[src/rtl/pipeline_id_hazard.sv]
// pipeline_id_hazard
//   Decode stage of the pipelined MIPS core. Decodes one instruction per
//   cycle, reads the architectural register file (with optional same-cycle
//   write-back bypass), detects load-use hazards and registers the decoded
//   bundle into the ID/EX pipeline register.
//
// Ports
//   clk, reset            clock, synchronous active-high reset
//   if_valid/if_instr/if_pcplus4   instruction from IF
//   ex_flush              kill: ID/EX loads a bubble next edge
//   wb_en/wb_reg/wb_data  register write port from WB
//   id_stall              combinational, IF must hold its outputs
//   ex_*                  ID/EX pipeline register contents
module pipeline_id_hazard #(
  parameter int XLEN   = 32,
  parameter int BYPASS = 1,
  parameter int HAZARD = 1
) (
  input  logic            clk,
  input  logic            reset,
  input  logic            if_valid,
  input  logic [31:0]     if_instr,
  input  logic [XLEN-1:0] if_pcplus4,
  input  logic            ex_flush,
  input  logic            wb_en,
  input  logic [4:0]      wb_reg,
  input  logic [XLEN-1:0] wb_data,
  output logic            id_stall,
  output logic            ex_valid,
  output logic            ex_regwrite,
  output logic            ex_memtoreg,
  output logic            ex_memwrite,
  output logic            ex_branch,
  output logic            ex_nez,
  output logic            ex_alusrc,
  output logic            ex_jump,
  output logic            ex_link,
  output logic            ex_jumptoreg,
  output logic            ex_shiftl16,
  output logic            ex_illegal,
  output logic [1:0]      ex_aluop,
  output logic [5:0]      ex_funct,
  output logic [4:0]      ex_rs,
  output logic [4:0]      ex_rt,
  output logic [4:0]      ex_dst,
  output logic [XLEN-1:0] ex_rega,
  output logic [XLEN-1:0] ex_regb,
  output logic [XLEN-1:0] ex_imm,
  output logic [XLEN-1:0] ex_pcplus4
);

  localparam logic [5:0] OP_RTYPE = 6'b000000;
  localparam logic [5:0] OP_LW    = 6'b100011;
  localparam logic [5:0] OP_SW    = 6'b101011;
  localparam logic [5:0] OP_BEQ   = 6'b000100;
  localparam logic [5:0] OP_BNE   = 6'b000101;
  localparam logic [5:0] OP_ADDI  = 6'b001000;
  localparam logic [5:0] OP_ORI   = 6'b001101;
  localparam logic [5:0] OP_LUI   = 6'b001111;
  localparam logic [5:0] OP_J     = 6'b000010;
  localparam logic [5:0] OP_JAL   = 6'b000011;
  localparam logic [5:0] FN_JR    = 6'b001000;

  typedef struct packed {
    logic            valid;
    logic            regwrite;
    logic            memtoreg;
    logic            memwrite;
    logic            branch;
    logic            nez;
    logic            alusrc;
    logic            jump;
    logic            link;
    logic            jumptoreg;
    logic            shiftl16;
    logic            illegal;
    logic [1:0]      aluop;
    logic [5:0]      funct;
    logic [4:0]      rs;
    logic [4:0]      rt;
    logic [4:0]      dst;
    logic [XLEN-1:0] rega;
    logic [XLEN-1:0] regb;
    logic [XLEN-1:0] imm;
    logic [XLEN-1:0] pcplus4;
  } id_ex_t;

  logic [5:0] opcode;
  logic [5:0] funct;
  logic [4:0] rs;
  logic [4:0] rt;
  logic [4:0] rd;

  assign opcode = if_instr[31:26];
  assign rs     = if_instr[25:21];
  assign rt     = if_instr[20:16];
  assign rd     = if_instr[15:11];
  assign funct  = if_instr[5:0];

  // Register file
  logic [XLEN-1:0] regs_q [32];
  logic [XLEN-1:0] regs_d [32];
  logic            wb_hit;

  assign wb_hit = wb_en && (wb_reg != 5'd0);

  always_comb begin
    regs_d = regs_q;
    if (wb_hit) regs_d[wb_reg] = wb_data;
  end

  always_ff @(posedge clk) begin
    if (reset) begin
      for (int i = 0; i < 32; i++) regs_q[i] <= '0;
    end else begin
      regs_q <= regs_d;
    end
  end

  logic [XLEN-1:0] rd_a;
  logic [XLEN-1:0] rd_b;

  always_comb begin
    rd_a = '0;
    rd_b = '0;
    if (rs != 5'd0) begin
      if ((BYPASS != 0) && wb_hit && (wb_reg == rs)) rd_a = wb_data;
      else                                           rd_a = regs_q[rs];
    end
    if (rt != 5'd0) begin
      if ((BYPASS != 0) && wb_hit && (wb_reg == rt)) rd_b = wb_data;
      else                                           rd_b = regs_q[rt];
    end
  end

  // Decode
  id_ex_t dec;
  logic   signext;
  logic   rs_used;
  logic   rt_used;

  always_comb begin
    dec     = '0;
    signext = 1'b0;
    rs_used = 1'b0;
    rt_used = 1'b0;
    case (opcode)
      OP_RTYPE: begin
        rs_used   = 1'b1;
        rt_used   = 1'b1;
        dec.aluop = 2'b10;
        if (funct == FN_JR) begin
          dec.jumptoreg = 1'b1;
        end else begin
          dec.regwrite = 1'b1;
          dec.dst      = rd;
        end
      end
      OP_LW: begin
        rs_used      = 1'b1;
        signext      = 1'b1;
        dec.regwrite = 1'b1;
        dec.memtoreg = 1'b1;
        dec.alusrc   = 1'b1;
        dec.dst      = rt;
      end
      OP_SW: begin
        rs_used      = 1'b1;
        rt_used      = 1'b1;
        signext      = 1'b1;
        dec.memwrite = 1'b1;
        dec.alusrc   = 1'b1;
      end
      OP_BEQ: begin
        rs_used    = 1'b1;
        rt_used    = 1'b1;
        signext    = 1'b1;
        dec.branch = 1'b1;
        dec.aluop  = 2'b01;
      end
      OP_BNE: begin
        rs_used    = 1'b1;
        rt_used    = 1'b1;
        signext    = 1'b1;
        dec.branch = 1'b1;
        dec.nez    = 1'b1;
        dec.aluop  = 2'b01;
      end
      OP_ADDI: begin
        rs_used      = 1'b1;
        signext      = 1'b1;
        dec.regwrite = 1'b1;
        dec.alusrc   = 1'b1;
        dec.dst      = rt;
      end
      OP_ORI: begin
        rs_used      = 1'b1;
        dec.regwrite = 1'b1;
        dec.alusrc   = 1'b1;
        dec.aluop    = 2'b11;
        dec.dst      = rt;
      end
      OP_LUI: begin
        dec.regwrite = 1'b1;
        dec.alusrc   = 1'b1;
        dec.shiftl16 = 1'b1;
        dec.aluop    = 2'b11;
        dec.dst      = rt;
      end
      OP_J: begin
        dec.jump = 1'b1;
      end
      OP_JAL: begin
        dec.jump     = 1'b1;
        dec.link     = 1'b1;
        dec.regwrite = 1'b1;
        dec.dst      = 5'd31;
      end
      default: begin
        dec.illegal = 1'b1;
      end
    endcase
    dec.valid   = 1'b1;
    dec.funct   = funct;
    dec.rs      = rs;
    dec.rt      = rt;
    dec.rega    = rd_a;
    dec.regb    = rd_b;
    dec.pcplus4 = if_pcplus4;
    dec.imm     = signext ? {{(XLEN-16){if_instr[15]}}, if_instr[15:0]}
                          : {{(XLEN-16){1'b0}}, if_instr[15:0]};
  end

  // Load-use hazard against the instruction currently in ID/EX
  id_ex_t id_ex_q;
  id_ex_t id_ex_d;
  logic   load_use;

  always_comb begin
    load_use = if_valid && id_ex_q.valid && id_ex_q.memtoreg &&
               (id_ex_q.dst != 5'd0) &&
               ((rs_used && (rs == id_ex_q.dst)) ||
                (rt_used && (rt == id_ex_q.dst)));
  end

  // A flush already bubbles ID/EX, so stalling on top of it would lose a slot.
  assign id_stall = (HAZARD != 0) && load_use && !ex_flush;

  always_comb begin
    if (ex_flush || id_stall || !if_valid) id_ex_d = '0;
    else                                   id_ex_d = dec;
  end

  always_ff @(posedge clk) begin
    if (reset) id_ex_q <= '0;
    else       id_ex_q <= id_ex_d;
  end

  assign ex_valid     = id_ex_q.valid;
  assign ex_regwrite  = id_ex_q.regwrite;
  assign ex_memtoreg  = id_ex_q.memtoreg;
  assign ex_memwrite  = id_ex_q.memwrite;
  assign ex_branch    = id_ex_q.branch;
  assign ex_nez       = id_ex_q.nez;
  assign ex_alusrc    = id_ex_q.alusrc;
  assign ex_jump      = id_ex_q.jump;
  assign ex_link      = id_ex_q.link;
  assign ex_jumptoreg = id_ex_q.jumptoreg;
  assign ex_shiftl16  = id_ex_q.shiftl16;
  assign ex_illegal   = id_ex_q.illegal;
  assign ex_aluop     = id_ex_q.aluop;
  assign ex_funct     = id_ex_q.funct;
  assign ex_rs        = id_ex_q.rs;
  assign ex_rt        = id_ex_q.rt;
  assign ex_dst       = id_ex_q.dst;
  assign ex_rega      = id_ex_q.rega;
  assign ex_regb      = id_ex_q.regb;
  assign ex_imm       = id_ex_q.imm;
  assign ex_pcplus4   = id_ex_q.pcplus4;

endmodule

[config.mk]
export PLATFORM = sky130hd
export DESIGN_NAME = pipeline_id_hazard
export DESIGN_NICKNAME = d
export VERILOG_FILES = /design/src/rtl/pipeline_id_hazard.sv
export SDC_FILE = /design/constraint.sdc
export NUM_CORES = 2
export LEC_CHECK = 0
export ABC_AREA = 1
export ABC_CLOCK_PERIOD_IN_PS = 2500
export CORE_MARGIN = 2
export CORE_UTILIZATION = 50
export CTS_CLUSTER_SIZE = 40
export DETAILED_ROUTE_END_ITERATION = 8
export PLACE_DENSITY = 0.7
export SLEW_MARGIN = 20
export SYNTH_ARGS = -nofsm -noshare
export SYNTH_HDL_FRONTEND = slang
export SYNTH_SLANG_ARGS = --single-unit
[constraint.sdc]
create_clock -name clk -period 2.5 [get_ports clk]
set_input_delay 0.75 -clock clk [delete_from_list [all_inputs] [get_ports clk]]
set_output_delay 0.75 -clock clk [all_outputs]
set_load 0.02 [all_outputs]
==> impl_results.md <==
* Crit Path Class: flip-flop to primary output
* Setup repair after global routing missed its margin: true
* Max Cap Viol at 0
* Most frequent cells in the layout: nand2_1 (2616), nor2_1 (1583), dfxtp_1 (1157)
* Syn-to-layout area delta at 18.5%
* Die area at 0.126 mm2
* GRT overflow at 0
* Post-route insts no fill at 11215
* Initial Util at 50.5%
* Clock buffer depth at 3
* Vias in the first global route at 61079
* CP Launch Type: flip-flop
* Reg2Reg Depth at 10
* Min Hold Slack at 0.299 ns
* Die height at 355 um
* Die X at 355 um
* Crit path DAT at 2.07 ns
* Skew-Pair Late Insertion Delay at 0.80 ns
* Status: finished, violations left
* Worst Setup End Kind: primary output
* Fmax at 355 MHz
* WL final at 240000 um
* Seq/Total Area, Yosys at 37.9%
* Worst R2R Start: ex_dst[4]
* Nets at 9590
* Min cycle time layout at 2.82 ns
* Final worst slack at -0.319 ns
* Commonest non-fill, non-tap cell in the layout: nand2_1
* Setup-failing EPs final at 3
* Share of layout cells above drive strength 1 at 9.33%
* Hold path startpoint: if_instr[18]
* Hold depth at 3
* Setup_tns at -0.348 ns
* Worst slew pin tran at 1.10 ns
* VDD IR max at 0.840 mV
* CTS tree: built
* Global Route Usage Sum at 36.9%
* Hold crit path type: primary input to flip-flop
* Routed Antenna Nets at 0
* # DRC at 0
* Leading post-synthesis cells by cell area: dfxtp_1 (38%), nand2_1 (16%), a211oi_1 (11%), nor2_1 (9.7%), nand3_1 (7.6%)
* Failing checks: negative setup slack
* Syn_nets at 9546
* Count of final max-slew check failures at 0
* Post-synth top area share at 37.9%
* Synth Instances at 9440
* Pleak at 29.2 nW
* Final hold violation count at 0
* Hold_buf cts at 0
* Pwr Total at 45.6 mW
* Yosys cell types at 35
* Syn Std Cell Area at 0.0616 mm2
* Syn avg cell area at 6.52 um2
* Drt first pass iters at 7
* #FFs+latches synth at 1166
* CP required at 1.75 ns
* Largest net degree at the start of global routing at 152
* Sink Count at 1166
* Post-layout util at 59.8%
* Initial antenna violation count at 13
* First-pass GRT wire length at 363000 um
* Port Buffer Count at 269
* Clock skew at 0.0274 ns
* Via count at 65502
* Synth area leader: dfxtp_1
* P per Cell Area at 625 mW/mm2
* Clk slew on worst S/H paths at 0.06 ns
* Tcrit/Tclk final at 113%
* Final Wtd Congestion at 0.966
* Num ports at 270
* Detailed Place HPWL at 151000 um
* Drt via density at 5.84
* Avg WL per Cell at 21.4 um
* Iteration-0 DRC Markers at 8635
* # placed instances at 10965
* Row count at 128
* CP startpoint: ex_dst[4]
* Root Driver: clkbuf_16
* Core ar. at 0.122 mm2
* Htree depth at 4
* CTS buffer count at 133
* Synth warn at 0
* Slew headroom at 26.6%
* Worst-path maximum fanout at 4
-- cells by family after synthesis --
family	Yosys count	synth area share, %
AO/OA/AOI/OAI	1481	16.4
XOR/XNOR	10	0.142
buffers and inverters	1532	10.9
flip-flops	1166	37.9
AND/OR/NAND/NOR	5251	34.6
-- flip-flops by register name, summed over array words and instances, names as in the netlist, 2 cells and up --
| register | flops |
|---|---|
| ex_regb | 32 |
| ex_rega | 32 |
| ex_aluop | 2 |
| ex_dst | 5 |
| regs_q | 1024 |
| ex_rs | 5 |
| ex_pcplus4 | 32 |
| ex_rt | 5 |
| ex_funct | 5 |
| ex_imm | 12 |
-- critical path, stage by stage, from the launching register on --
cell     delay (ns)
dfxtp_1        0.44
xnor2_1        0.20
nand3_1        0.13
a21oi_2        0.21
nand2_4        0.08
nor2_4         0.11
buf_6          0.12
-- synth_stat cells (all sizes together) --
library cell  instances
nand3               937
buf                 588
nand2              2630
clkinv               12
inv                 660
nand4                 8
clkbuf              272
nor3b                 1
nor3                 17
a21oi               326
xnor2                 6
dfxtp              1166
o211ai              168
nor2               1626
xor2                  4
or2                  32
o21ai                81
a211oi              906
-- through the flow --
step	setup WS, ns	area, um2
detailed placement	-0.909	68300
finish	-0.319	73000
CTS	-0.290	72900
global route	-0.420	73000
global placement	-0.994	68300
floorplan	-0.0522	61600
-- cell type report --
type                       count  area (um2)
antenna                        4        10.0
tap                         1625        2030
inverter                     672        2550
clock buffer                 195        4070
clock inverter                42         536
fill                       11292       49100
timing repair buffer         769        8730
multi-input combinational   6742       31700
sequential                  1166       23400
-- power breakdown --
| group | internal, mW | total, mW | switching [mW] |
|---|---|---|---|
| registers | 18.8 | 19.0 | 0.170 |
| logic | 1.84 | 5.83 | 3.99 |
| clock network | 12.3 | 20.7 | 8.41 |
-- worst paths after layout --
kind                               endpoint  slack (ns)
worst max-delay path               id_stall       -0.32
worst min-delay path              ex_dst[2]        0.30
worst max register to register   ex_rega[7]        0.53
worst min register to register  regs_q[999]        0.44
-- what timing repair did --
action,in CTS,in global routing
setup endpoints to repair,113,6
pin swaps,18,8
gates resized for setup,156,17
hold endpoints to repair,0,0
buffers inserted,8,1
-- layer usage --
metal  global-route usage [%]  part of all wire, %
met3                     8.21                   12
met4                     22.2                  6.3
met5                        0                0.030
met2                     56.7                   43
met1                     47.4                   39
No activity file was read; power rests on OpenSTA's default activity.
